[src/rtl/nco_rate_meter.sv]
// nco_rate_meter: measures a tick stream's rate as an NCO tuning word
//
// Counts single-cycle ticks over a gate window of 2^GATE_BITS clocks, then
// scales the count by a left shift of WORD_BITS-GATE_BITS. No division is
// needed. The result is the increment that makes a WORD_BITS-wide phase
// accumulator on the same clock reproduce the measured rate.
//
// Parameters
//   WORD_BITS   tuning word width (equals the target NCO accumulator width)
//   GATE_BITS   log2 of the gate window length, 1..WORD_BITS
//   CONTINUOUS  1 = back-to-back windows, 0 = single-shot on start
//
// Ports
//   clk          system clock
//   rst_n        synchronous reset, active-low
//   tick_in      tick to measure; every high cycle is one tick
//   start        single-shot trigger (ignored when CONTINUOUS=1 or busy)
//   busy         high during the gate window
//   word_valid   one-cycle strobe when a new result is published
//   tuning_word  measured increment
//   saturated    last window had a tick on every cycle
//   no_tick      last window had no ticks
module nco_rate_meter #(
   parameter int WORD_BITS  = 20,
   parameter int GATE_BITS  = 20,
   parameter bit CONTINUOUS = 1'b1
) (
   input  logic                 clk,
   input  logic                 rst_n,
   input  logic                 tick_in,
   input  logic                 start,
   output logic                 busy,
   output logic                 word_valid,
   output logic [WORD_BITS-1:0] tuning_word,
   output logic                 saturated,
   output logic                 no_tick
);
   localparam int SH = WORD_BITS - GATE_BITS;
   typedef enum logic {IDLE, GATE} state_t;
   state_t               r_state;
   logic [GATE_BITS-1:0] r_win;
   logic [GATE_BITS:0]   r_cnt;
   logic [GATE_BITS:0]   w_n;
   logic                 w_last;
   logic [WORD_BITS-1:0] w_word;
   // w_n includes the current cycle's tick so the closing cycle is counted
   assign w_n    = r_cnt + {{GATE_BITS{1'b0}}, tick_in};
   assign w_last = (r_state == GATE) && (&r_win);
   // A full window (N = 2^GATE_BITS) would overflow the word; clamp to all-ones
   assign w_word = w_n[GATE_BITS] ? '1 : WORD_BITS'(w_n) << SH;
   always_ff @(posedge clk) begin
      if (!rst_n) begin
         r_state     <= IDLE;
         r_win       <= '0;
         r_cnt       <= '0;
         busy        <= 1'b0;
         word_valid  <= 1'b0;
         tuning_word <= '0;
         saturated   <= 1'b0;
         no_tick     <= 1'b0;
      end else begin
         word_valid <= 1'b0;
         if (r_state == IDLE) begin
            if (CONTINUOUS || start) begin
               r_state <= GATE;
               busy    <= 1'b1;
               r_win   <= '0;
               r_cnt   <= '0;
            end
         end else begin
            // r_win wraps to zero on the closing cycle, starting the next window
            r_win <= r_win + GATE_BITS'(1);
            r_cnt <= w_n;
            if (w_last) begin
               word_valid  <= 1'b1;
               tuning_word <= w_word;
               saturated   <= w_n[GATE_BITS];
               no_tick     <= (w_n == '0);
               r_cnt       <= '0;
               if (!CONTINUOUS) begin
                  r_state <= IDLE;
                  busy    <= 1'b0;
               end
            end
         end
      end
   end
endmodule

[config.mk]
export PLATFORM = sky130hd
export DESIGN_NAME = nco_rate_meter
export DESIGN_NICKNAME = d
export VERILOG_FILES = /design/src/rtl/nco_rate_meter.sv
export SDC_FILE = /design/constraint.sdc
export NUM_CORES = 1
export LEC_CHECK = 0
export CAP_MARGIN = 20
export CORE_AREA = 5 5 75 77
export DETAILED_ROUTE_END_ITERATION = 16
export DIE_AREA = 0 0 80 82
export PLACE_DENSITY = 0.93
export SETUP_SLACK_MARGIN = 0.1
export SLEW_MARGIN = 20
export SYNTH_ARGS = -nofsm -noshare
export SYNTH_HDL_FRONTEND = slang
export SYNTH_SLANG_ARGS = --single-unit
[constraint.sdc]
create_clock -name clk -period 5.15 [get_ports clk]
set_input_delay 1.03 -clock clk [delete_from_list [all_inputs] [get_ports clk]]
set_output_delay 1.03 -clock clk [all_outputs]
set_load 0.01 [all_outputs]
---- Yosys cells after proc, flatten, opt, wreduce, memory -nomap -nowiden ----
Cells that the tools add are included.
W data, S select, Z words.
word-level totals
  memory bits (writable) .................. 0
  register bits ........................... 66
  latch bits .............................. 0
  word-level logic and storage cells ...... 21
  memory bits (read-only) ................. 0
  output and inout port bits .............. 24
  memories ................................ 0
  bits of input ports ..................... 4
cells by class
  equality and inequality tests ........... 0
  $add $sub $neg .......................... 2
  muxes and demuxes ....................... 3
  reduce and logical (&&, ||, !) cells .... 6
  divide/modulo/power cells ............... 0
  $lt $le $gt $ge ......................... 0
  bitwise operators ....................... 2
  shifts and indexed selects .............. 0
  multiply operators ...................... 0
operators by type and width
  kind                     number
  $add A21 B1 Y21          1
  $logic_not A21 Y1        1
  $add A20 B1 Y20 const B  1
  $mux W20                 1
  $reduce_and A20 Y1       1
  $reduce_and A2 Y1        2
  $reduce_or A3 Y1         1
  $mux W1                  2
  $not A1 Y1               2
  $logic_and A1 B1 Y1      1

---- Depth between registers and ports, before layout ----
Gate-level depths: netlist of the first run.
  depth in word-level cells ............... 3
  gate-level depth with buffers ........... 9
  depth with buffers taken out ............ 8

---- Worst setup path before layout of the first run ----
Ideal clock, no wire load.
  path kind ............................... input to register
  start ................................... in tick_in
  end ..................................... reg no_tick
  setup time .............................. 0.087 ns
  data arrival time ....................... 2.886 ns
  required time ........................... 5.063 ns
  cell stages on the path ................. 8
  buffers on the path ..................... 0
  slack ................................... 2.177 ns
  path through ............................ ha_1 ha_1 nand2_1 or3_4 nor3_2 nor3_1 or4_1 o31ai_1
on the way
  longest elaborated chain between the ends .. 2
RTL lines
  what                  line  text
  from (decl)           30    input logic tick_in,
  $add A21 B1 Y21       47    assign w_n = r_cnt + {{GATE_BITS{1'b0}}, tick_in};
  $logic_not A21 Y1     78    no_tick <= (w_n == '0);
  to (signal assigned)  78
  to (decl)             36    output logic no_tick
No other way between the ends.
A chain may end at the register's enable or synchronous reset.

---- Worst setup path after layout of the first run ----
Same ends and word-level chain as after synthesis.

==> PnR_summary.wiki, run 1 <==
{| class="wikitable"
! Metric !! Value
|-
| Result of the run || finished, final reports clean
|-
| Path category of the worst min-delay check || register to register
|-
| Maximum number of pins on one net before global-route repair || 28
|-
| Worst R2R Path Depth || 6
|-
| Maximum buffer depth of the clock tree || 2
|-
| CTS tree || built
|-
| Detail Placement HPWL || 3.83 mm
|-
| Max frequency || 293 MHz
|-
| Average footprint of a synthesized cell || 9.03 sq um
|-
| Aggregate negative setup slack || 0 ps
|-
| Yosys warnings || 0
|-
| Diodes inserted || 0
|-
| Clock slew at the register clock pins of the worst setup and hold paths || 70 ps
|-
| Most common library cell in the layout ignoring fill and taps || sky130_fd_sc_hd__dfxtp_1
|-
| Net switching component of the power || 0.207 mW
|-
| Seq pwr share || 52.9%
|-
| Cell Rows || 26
|-
| Fraction of layout instances using a drive strength above 1 || 8.90%
|-
| Total Routed Length || 5.76 mm
|-
| RSZ-0062 raised after global routing || no
|-
| Detailed route wirelength on metal2 || 2.94 mm
|-
| Number of design rule violations left after detail routing || 0
|-
| CP cell instances || clkdlybuf4s50_1 > ha_1 > ha_1 > nand2_1 > nor4_4 > and4bb_1 > nor3_1 > or4_1 > o31ai_1
|-
| Number of vias after detailed routing || 2,257
|-
| Post-Synthesis Cell Area || 2830 sq um
|-
| CP max-delay cell || sky130_fd_sc_hd__or4_1
|-
| Number of port buffers || 26
|-
| Worst-Margin Slew || 821 ps
|-
| Clock Power Share || 45.4%
|-
| Instance count along the most critical hold path || 1
|-
| Most used cells in the layout excluding fill and tap cells || sky130_fd_sc_hd__dfxtp_1, sky130_fd_sc_hd__nor2_1, sky130_fd_sc_hd__a21oi_1, sky130_fd_sc_hd__clkdlybuf4s50_1, sky130_fd_sc_hd__o21ai_0
|-
| Number of H-tree levels || 3
|-
| DR iter-0 viols || 110
|-
| Instance count after placement with tap cells included || 391
|-
| Io pins || 28
|-
| CP arrival || 3680 ps
|-
| Total Die Area || 6560 sq um
|-
| Data required time at the worst endpoint || 5410 ps
|-
| Width of the die || 80 um
|-
| Layout Cells excl Fill || 407
|-
| DIE HEIGHT || 82 um
|-
| FF+latch count, synth || 66
|-
| Setup slack on the worst flop-to-flop path || 2480 ps
|-
| Number of nets in the layout || 339
|-
| Switching share of total power || 21.3%
|-
| Final number of setup-violating endpoints || 0
|-
| Synth top area cells || sky130_fd_sc_hd__dfxtp_1, sky130_fd_sc_hd__nor2_1, sky130_fd_sc_hd__xor2_1
|-
| Share of total power in combinational logic || 1.7%
|-
| Hold violation total from the final report || 0
|-
| Clock Skew || 10.0 ps
|-
| GRT Residual Overflow || 0
|-
| Number of buffers created by CTS || 9
|-
| Worst-skew pair later-pin latency || 350 ps
|-
| Instance count of the mapped netlist || 313
|-
| Synthesis-to-finish area growth || 15.3%
|-
| Synth Net Count || 320
|-
| Detailed-route wire length on metal 1 || 2.49 mm
|-
| Top layer in use || met4
|-
| Worst slew margin relative to its limit || 45.1%
|-
| First-pass GRT wire length || 9.89 mm
|-
| Worst path bufs/invs || 1
|-
| Clock root buffer || sky130_fd_sc_hd__clkbuf_8
|-
| Starting Density || 57.2%
|-
| Hold-fix buffers at CTS || 0
|-
| Power density over the cells || 298 nW/um^2
|-
| Max-cap check violation count || 0
|-
| CP Capture Type || register
|-
| Quantity of gates resized following cts || 0
|-
| Leakage power total || 1.14 nW
|-
| Number of setup buffers added after CTS || 0
|-
| Portion of synthesized cell area occupied by the leading cell type || 46.7%
|-
| Critical path class || input port to register
|-
| Overall Global Routing Usage || 19.5%
|-
| Number of global-route vias before repair || 2,257
|-
| Post-synthesis sequential area ratio || 46.7%
|-
| Initial antenna violation count || 0
|-
| Top cell by count, worst path || sky130_fd_sc_hd__ha_1
|-
| Top delay family on crit path || simple AND/OR/NAND/NOR gates
|-
| Max stage delay on crit path || 540 ps
|-
| Number of iterations in the first detailed-routing pass || 4
|-
| Vias per cell || 5.55
|-
| Critical path peak fanout || 6
|-
| Post-synth top area cell || sky130_fd_sc_hd__dfxtp_1
|-
| Placer Congestion || 0.862
|-
| Internal power summed over all cells || 0.765 mW
|-
| Slew Limit Fails || 0
|-
| Final period demand of the worst path || 3420 ps
|-
| Logic depth of the worst setup path including buffers || 9
|-
| Worst Setup Start Kind || input port
|-
| Post-synthesis cell type count || 47
|-
| Peak supply drop || 216 uV
|-
| Placeable Area || 4940 sq um
|-
| Sink Count || 66
|-
| Wire length on met3 || 167 um
|-
| Antenna Violating Nets Remaining || 0
|-
| Routed WL per cell || 14.1 um
|-
| Final period util || 66.3%
|}
## layout make-up
type | instances | area (sq um)
well taps | 70 | 87.6
fillers | 411 | 1690
inverters | 4 | 15.0
clock inverters | 5 | 52.6
multi-input cells | 225 | 1370
clock buffers | 11 | 151
repair buffers | 26 | 260
flip-flops and latches | 66 | 1320
## state kept, by name, summed over array words and instances, names as in the netlist
register and cells:
word_valid 1, saturated 1, r_cnt 21, tuning_word 20, r_win 20, busy 1
r_state 1, no_tick 1
## cells in the mapped netlist, drive strengths merged
| master | n |
|---|---|
| nor2 | 50 |
| a21oi | 26 |
| or3b | 2 |
| o311ai | 1 |
| and2 | 1 |
| nor3 | 6 |
| or3 | 4 |
| or4b | 1 |
| nand2 | 14 |
| and3 | 6 |
| nor4 | 6 |
| buf | 10 |
| xor2 | 19 |
| nand4 | 7 |
| nand3b | 1 |
| a21boi | 2 |
| or2 | 2 |
| mux2i | 1 |
| nand3 | 21 |
| and4 | 3 |
| nor2b | 2 |
| a211o | 1 |
| and4bb | 1 |
| inv | 4 |
| xnor2 | 15 |
| dfxtp | 66 |
| and3b | 1 |
| clkbuf | 8 |
| ha | 3 |
| o31a | 1 |
| o211ai | 1 |
| o31ai | 2 |
| or4 | 1 |
| o21ai | 24 |
## worst paths after layout
check	start	end
worst min-delay path	r_win[0]	r_win[0]
worst max register to register	r_win[7]	r_cnt[4]
worst min register to register	r_win[0]	r_win[0]
worst max-delay path	tick_in	no_tick
## power groups by stage
stage	Sequential, mW	Clock [mW]	Combinational [mW]
after floorplan	0.526	0	0.0107
after global placement	0.526	0	0.0162
after detailed placement	0.526	0	0.0167
after CTS	0.514	0.453	0.0169
after global routing	0.514	0.473	0.0188
final	0.514	0.442	0.0168
## cell families (layout without fill, tap and decap cells)
group / count (synthesis) / count (layout) / synth area share, %
buffers and inverters: 22 / 46 / 4.78
AND/OR/NAND/NOR: 129 / 129 / 25.1
multiplexers: 1 / 1 / 0.354
AO/OA/AOI/OAI: 58 / 58 / 11.2
flip-flops: 66 / 66 / 46.7
adder cells (fa/ha/maj): 3 / 3 / 1.33
XOR/XNOR: 34 / 34 / 10.5
## routing by layer
metal / global-route usage [%] / vias to the layer above
met4: 12.8 / 0
met1: 21.9 / 1082
met5: 0 / -
met2: 33.8 / 46
li1: - / 1115
met3: 3.73 / 14
## metrics by stage
stage	hold slack (ps)	setup slack, ps	power [mW]	cell area (sq um)	utilization [%]
finish	469	1730	0.972	3260	65.9
global route	489	1520	1.01	3260	65.9
CTS	475	1760	0.984	3260	65.9
detailed placement	454	1420	0.542	3060	61.8
global placement	435	1440	0.542	3060	61.8
floorplan	426	2180	0.536	2830	-
Note: power is estimated with default switching activity, not from simulation.
==> inputs of run 2 (changes only) <==
--- a/config.mk
+++ b/config.mk
@@ -6,10 +6,10 @@
 export NUM_CORES = 1
 export LEC_CHECK = 0
 export CAP_MARGIN = 20
-export CORE_AREA = 5 5 75 77
+export CORE_AREA = 5 5 78 80
 export DETAILED_ROUTE_END_ITERATION = 16
-export DIE_AREA = 0 0 80 82
-export PLACE_DENSITY = 0.93
+export DIE_AREA = 0 0 83 85
+export PLACE_DENSITY = 0.87
 export SETUP_SLACK_MARGIN = 0.1
 export SLEW_MARGIN = 20
 export SYNTH_ARGS = -nofsm -noshare
==> constraint.sdc (replaced) <==
create_clock -name clk -period 3.3 [get_ports clk]
set_input_delay 0.66 -clock clk [delete_from_list [all_inputs] [get_ports clk]]
set_output_delay 0.66 -clock clk [all_outputs]
set_load 0.01 [all_outputs]
==> PnR_summary.wiki, run 2 (same netlist as run 1, synthesis figures left out) <==
{| class="wikitable"
! Metric !! Value
|-
| Number of port buffers || 26 (unchanged)
|-
| CP Capture Type || register
|-
| Hold-fix buffers at CTS || 0 (unchanged)
|-
| Worst path bufs/invs || 1 (unchanged)
|-
| Most common library cell in the layout ignoring fill and taps || sky130_fd_sc_hd__dfxtp_1
|-
| Quantity of gates resized following cts || 0 (unchanged)
|-
| Number of global-route vias before repair || 2,263 (+0.27%)
|-
| Worst R2R Path Depth || 8 (+2)
|-
| Placeable Area || 5340 sq um (+7.9%)
|-
| Placed standard-cell area || 3100 sq um (+1.3%)
|-
| Total Die Area || 7060 sq um (+7.5%)
|-
| Io pins || 28 (unchanged)
|-
| Routed WL per cell || 13.8 um (-2.5%)
|-
| Final number of setup-violating endpoints || 0 (unchanged)
|-
| Antenna Violating Nets Remaining || 0 (unchanged)
|-
| Total Routed Length || 5.70 mm (-1.0%)
|-
| Worst hold slack across all endpoints || 469 ps (+0.435 ps)
|-
| Overall Global Routing Usage || 17.2% (-2.4 points)
|-
| Setup slack on the worst flop-to-flop path || 890 ps (-1590 ps)
|-
| Critical Path Start || tick_in
|-
| Result of the run || finished, final reports clean
|-
| Worst slew margin relative to its limit || 73.5% (+28 points)
|-
| Final period util || 86.8%
|-
| Storage cell area || 1320 sq um (unchanged)
|-
| Clock root buffer || sky130_fd_sc_hd__clkbuf_8
|-
| CP max-delay cell || sky130_fd_sc_hd__or4_1
|-
| Number of H-tree levels || 3 (unchanged)
|-
| Hold violation total from the final report || 0 (unchanged)
|-
| Leakage power total || 1.16 nW (+1.6%)
|-
| Number of setup buffers added after CTS || 0 (unchanged)
|-
| Critical path peak fanout || 6 (unchanged)
|-
| CTS tree || built
|-
| Register name with the most flops || r_cnt
|-
| CP cell instances || clkdlybuf4s50_1 > ha_1 > ha_1 > nand2_1 > nor4_4 > and4bb_1 > nor3_1 > or4_1 > o31ai_1
|-
| Number of buffers created by CTS || 9 (unchanged)
|-
| Power density over the cells || 473 nW/um^2 (+59%)
|-
| RSZ-0062 raised after global routing || no
|-
| Critical path capture point || no_tick
|-
| Width of the die || 83 um (+3.8%)
|-
| Aggregate negative setup slack || 0 ps (unchanged)
|-
| Reg-to-Reg End || no_tick
|-
| DR iter-0 viols || 67 (-39%)
|-
| Maximum number of pins on one net before global-route repair || 27 (-3.6%)
|-
| DIE HEIGHT || 85 um (+3.7%)
|-
| Total area of multi-input combinational cells || 1370 sq um (unchanged)
|-
| Placer Congestion || 0.831 (-3.6%)
|-
| GRT Residual Overflow || 0 (unchanged)
|-
| Largest registers || r_cnt: 21 flops, r_win: 20 flops, tuning_word: 20 flops
|-
| Sink Count || 66 (unchanged)
|-
| Net switching component of the power || 0.334 mW (+61%)
|-
| Switching share of total power || 21.3% (+0.022 points)
|-
| Critical path class || input port to register
|-
| Clock Power Share || 47.0% (+1.6 points)
|-
| Slew Limit Fails || 0 (unchanged)
|-
| Path category of the worst min-delay check || register to register
|-
| Initial antenna violation count || 0 (unchanged)
|-
| Largest register FFs || 21 (unchanged)
|-
| Number of design rule violations left after detail routing || 0 (unchanged)
|-
| Worst-Margin Slew || 398 ps (-423 ps)
|-
| Max stage delay on crit path || 510 ps (-30 ps)
|-
| Seq pwr share || 51.2% (-1.7 points)
|-
| Peak supply drop || 354 uV (+64%)
|-
| Number of nets in the layout || 344 (+1.5%)
|-
| Internal power summed over all cells || 1.23 mW (+61%)
|-
| Number of iterations in the first detailed-routing pass || 4 (unchanged)
|-
| Clock Skew || 10.2 ps (+0.167 ps)
|-
| Max-cap check violation count || 0 (unchanged)
|-
| Fin area || 3310 sq um (+1.6%)
|-
| Logic depth of the worst setup path including buffers || 9 (unchanged)
|-
| Top delay family on crit path || simple AND/OR/NAND/NOR gates
|-
| Fraction of layout instances using a drive strength above 1 || 9.97% (+1.1 points)
|-
| First-pass GRT wire length || 9.80 mm (-0.91%)
|-
| Clock slew at the register clock pins of the worst setup and hold paths || 70 ps (about the same)
|-
| Most used cells in the layout excluding fill and tap cells || sky130_fd_sc_hd__dfxtp_1, sky130_fd_sc_hd__nor2_1, sky130_fd_sc_hd__a21oi_1, sky130_fd_sc_hd__clkdlybuf4s50_1, sky130_fd_sc_hd__o21ai_0
|-
| Instance count after placement with tap cells included || 398 (+1.8%)
|-
| Final period demand of the worst path || 2870 ps
|-
| Origin of the critical flop-to-flop path || r_cnt[0]
|-
| Number of vias after detailed routing || 2,230 (-1.2%)
|-
| Share of total power in combinational logic || 1.8% (about the same)
|-
| Worst-skew pair later-pin latency || 350 ps (about the same)
|-
| Maximum buffer depth of the clock tree || 2 (unchanged)
|-
| Detail Placement HPWL || 3.90 mm (+1.8%)
|-
| CP arrival || 3130 ps (-550 ps)
|-
| Vias per cell || 5.40 (-2.6%)
|-
| Layout Cells excl Fill || 413 (+1.5%)
|-
| Post-layout power || 1.57 mW (+61%)
|-
| Diodes inserted || 0 (unchanged)
|-
| Synthesis-to-finish area growth || 17.1%
|-
| Top cell by count, worst path || sky130_fd_sc_hd__ha_1
|-
| Number of filler cells placed in the layout || 473 (+15%)
|-
| Data required time at the worst endpoint || 3560 ps (-1850 ps)
|-
| Cell Rows || 27 (+3.8%)
|-
| Starting Density || 53.0% (-4.2 points)
|-
| Worst Setup Start Kind || input port
|-
| Max frequency || 349 MHz
|}
-- run 2: cell types whose count changed in the layout (fill, tap and decap cells not counted), sizes merged --
cell and delta:
bufinv +1, buf +5, clkbuf -2, clkinvlp +2, clkinv -3, inv +1
-- run 2: worst min-delay path by stage --
stage / from / endpoint / slack [ps] / depth (start not counted)
CTS: r_win[0] / r_win[0] / 480 / 1
finish: r_win[0] / r_win[0] / 470 / 1
detailed placement: r_win[0] / r_win[0] / 470 / 1
global route: r_win[0] / r_win[0] / 510 / 1
floorplan: r_win[0] / r_win[0] / 430 / 1
global placement: r_win[0] / r_win[0] / 440 / 1
-- run 2: stage by stage --
step           utilization [%]  worst slack [ps]
2_1_floorplan                -               697
3_3_place_gp              58.0               134
3_5_place_dp              58.0               101
4_1_cts                   62.0               448
5_1_grt                   62.0               312
6_report                  62.0               434
-- run 2: area by class of cell --
| class | instances | area share (%) |
|---|---|---|
| clock buffer | 9 | 3.74 |
| clock inverter | 6 | 2.76 |
| inverter | 4 | 0.454 |
| multi-input combinational | 225 | 41.4 |
| sequential | 66 | 39.9 |
| tap | 72 | 2.72 |
| timing repair buffer | 31 | 8.99 |
-- run 2: power by group through the flow --
stage	sequential, mW	clock [mW]	combinational, mW
after floorplan	0.820	0	0.0167
after global placement	0.820	0	0.0269
after detailed placement	0.821	0	0.0281
after CTS	0.802	0.749	0.0282
after global routing	0.802	0.790	0.0303
final	0.802	0.737	0.0278
-- run 2: per-layer routing --
metal | wire [um] | track usage (%)
met1 | 2540 | 19.0
met4 | 110 | 6.84
met3 | 177 | 6.31
met5 | 0 | 0
met2 | 2870 | 30.0
==> inputs of run 3 (changes only) <==
--- a/config.mk
+++ b/config.mk
@@ -7,6 +7,7 @@
 export LEC_CHECK = 0
 export CAP_MARGIN = 20
 export CORE_AREA = 5 5 78 80
+export CTS_CLUSTER_DIAMETER = 80
 export DETAILED_ROUTE_END_ITERATION = 16
 export DIE_AREA = 0 0 83 85
 export PLACE_DENSITY = 0.87
==> results of run 3 <==
The final DEF is identical to that of run 2; final timing and power are the same.
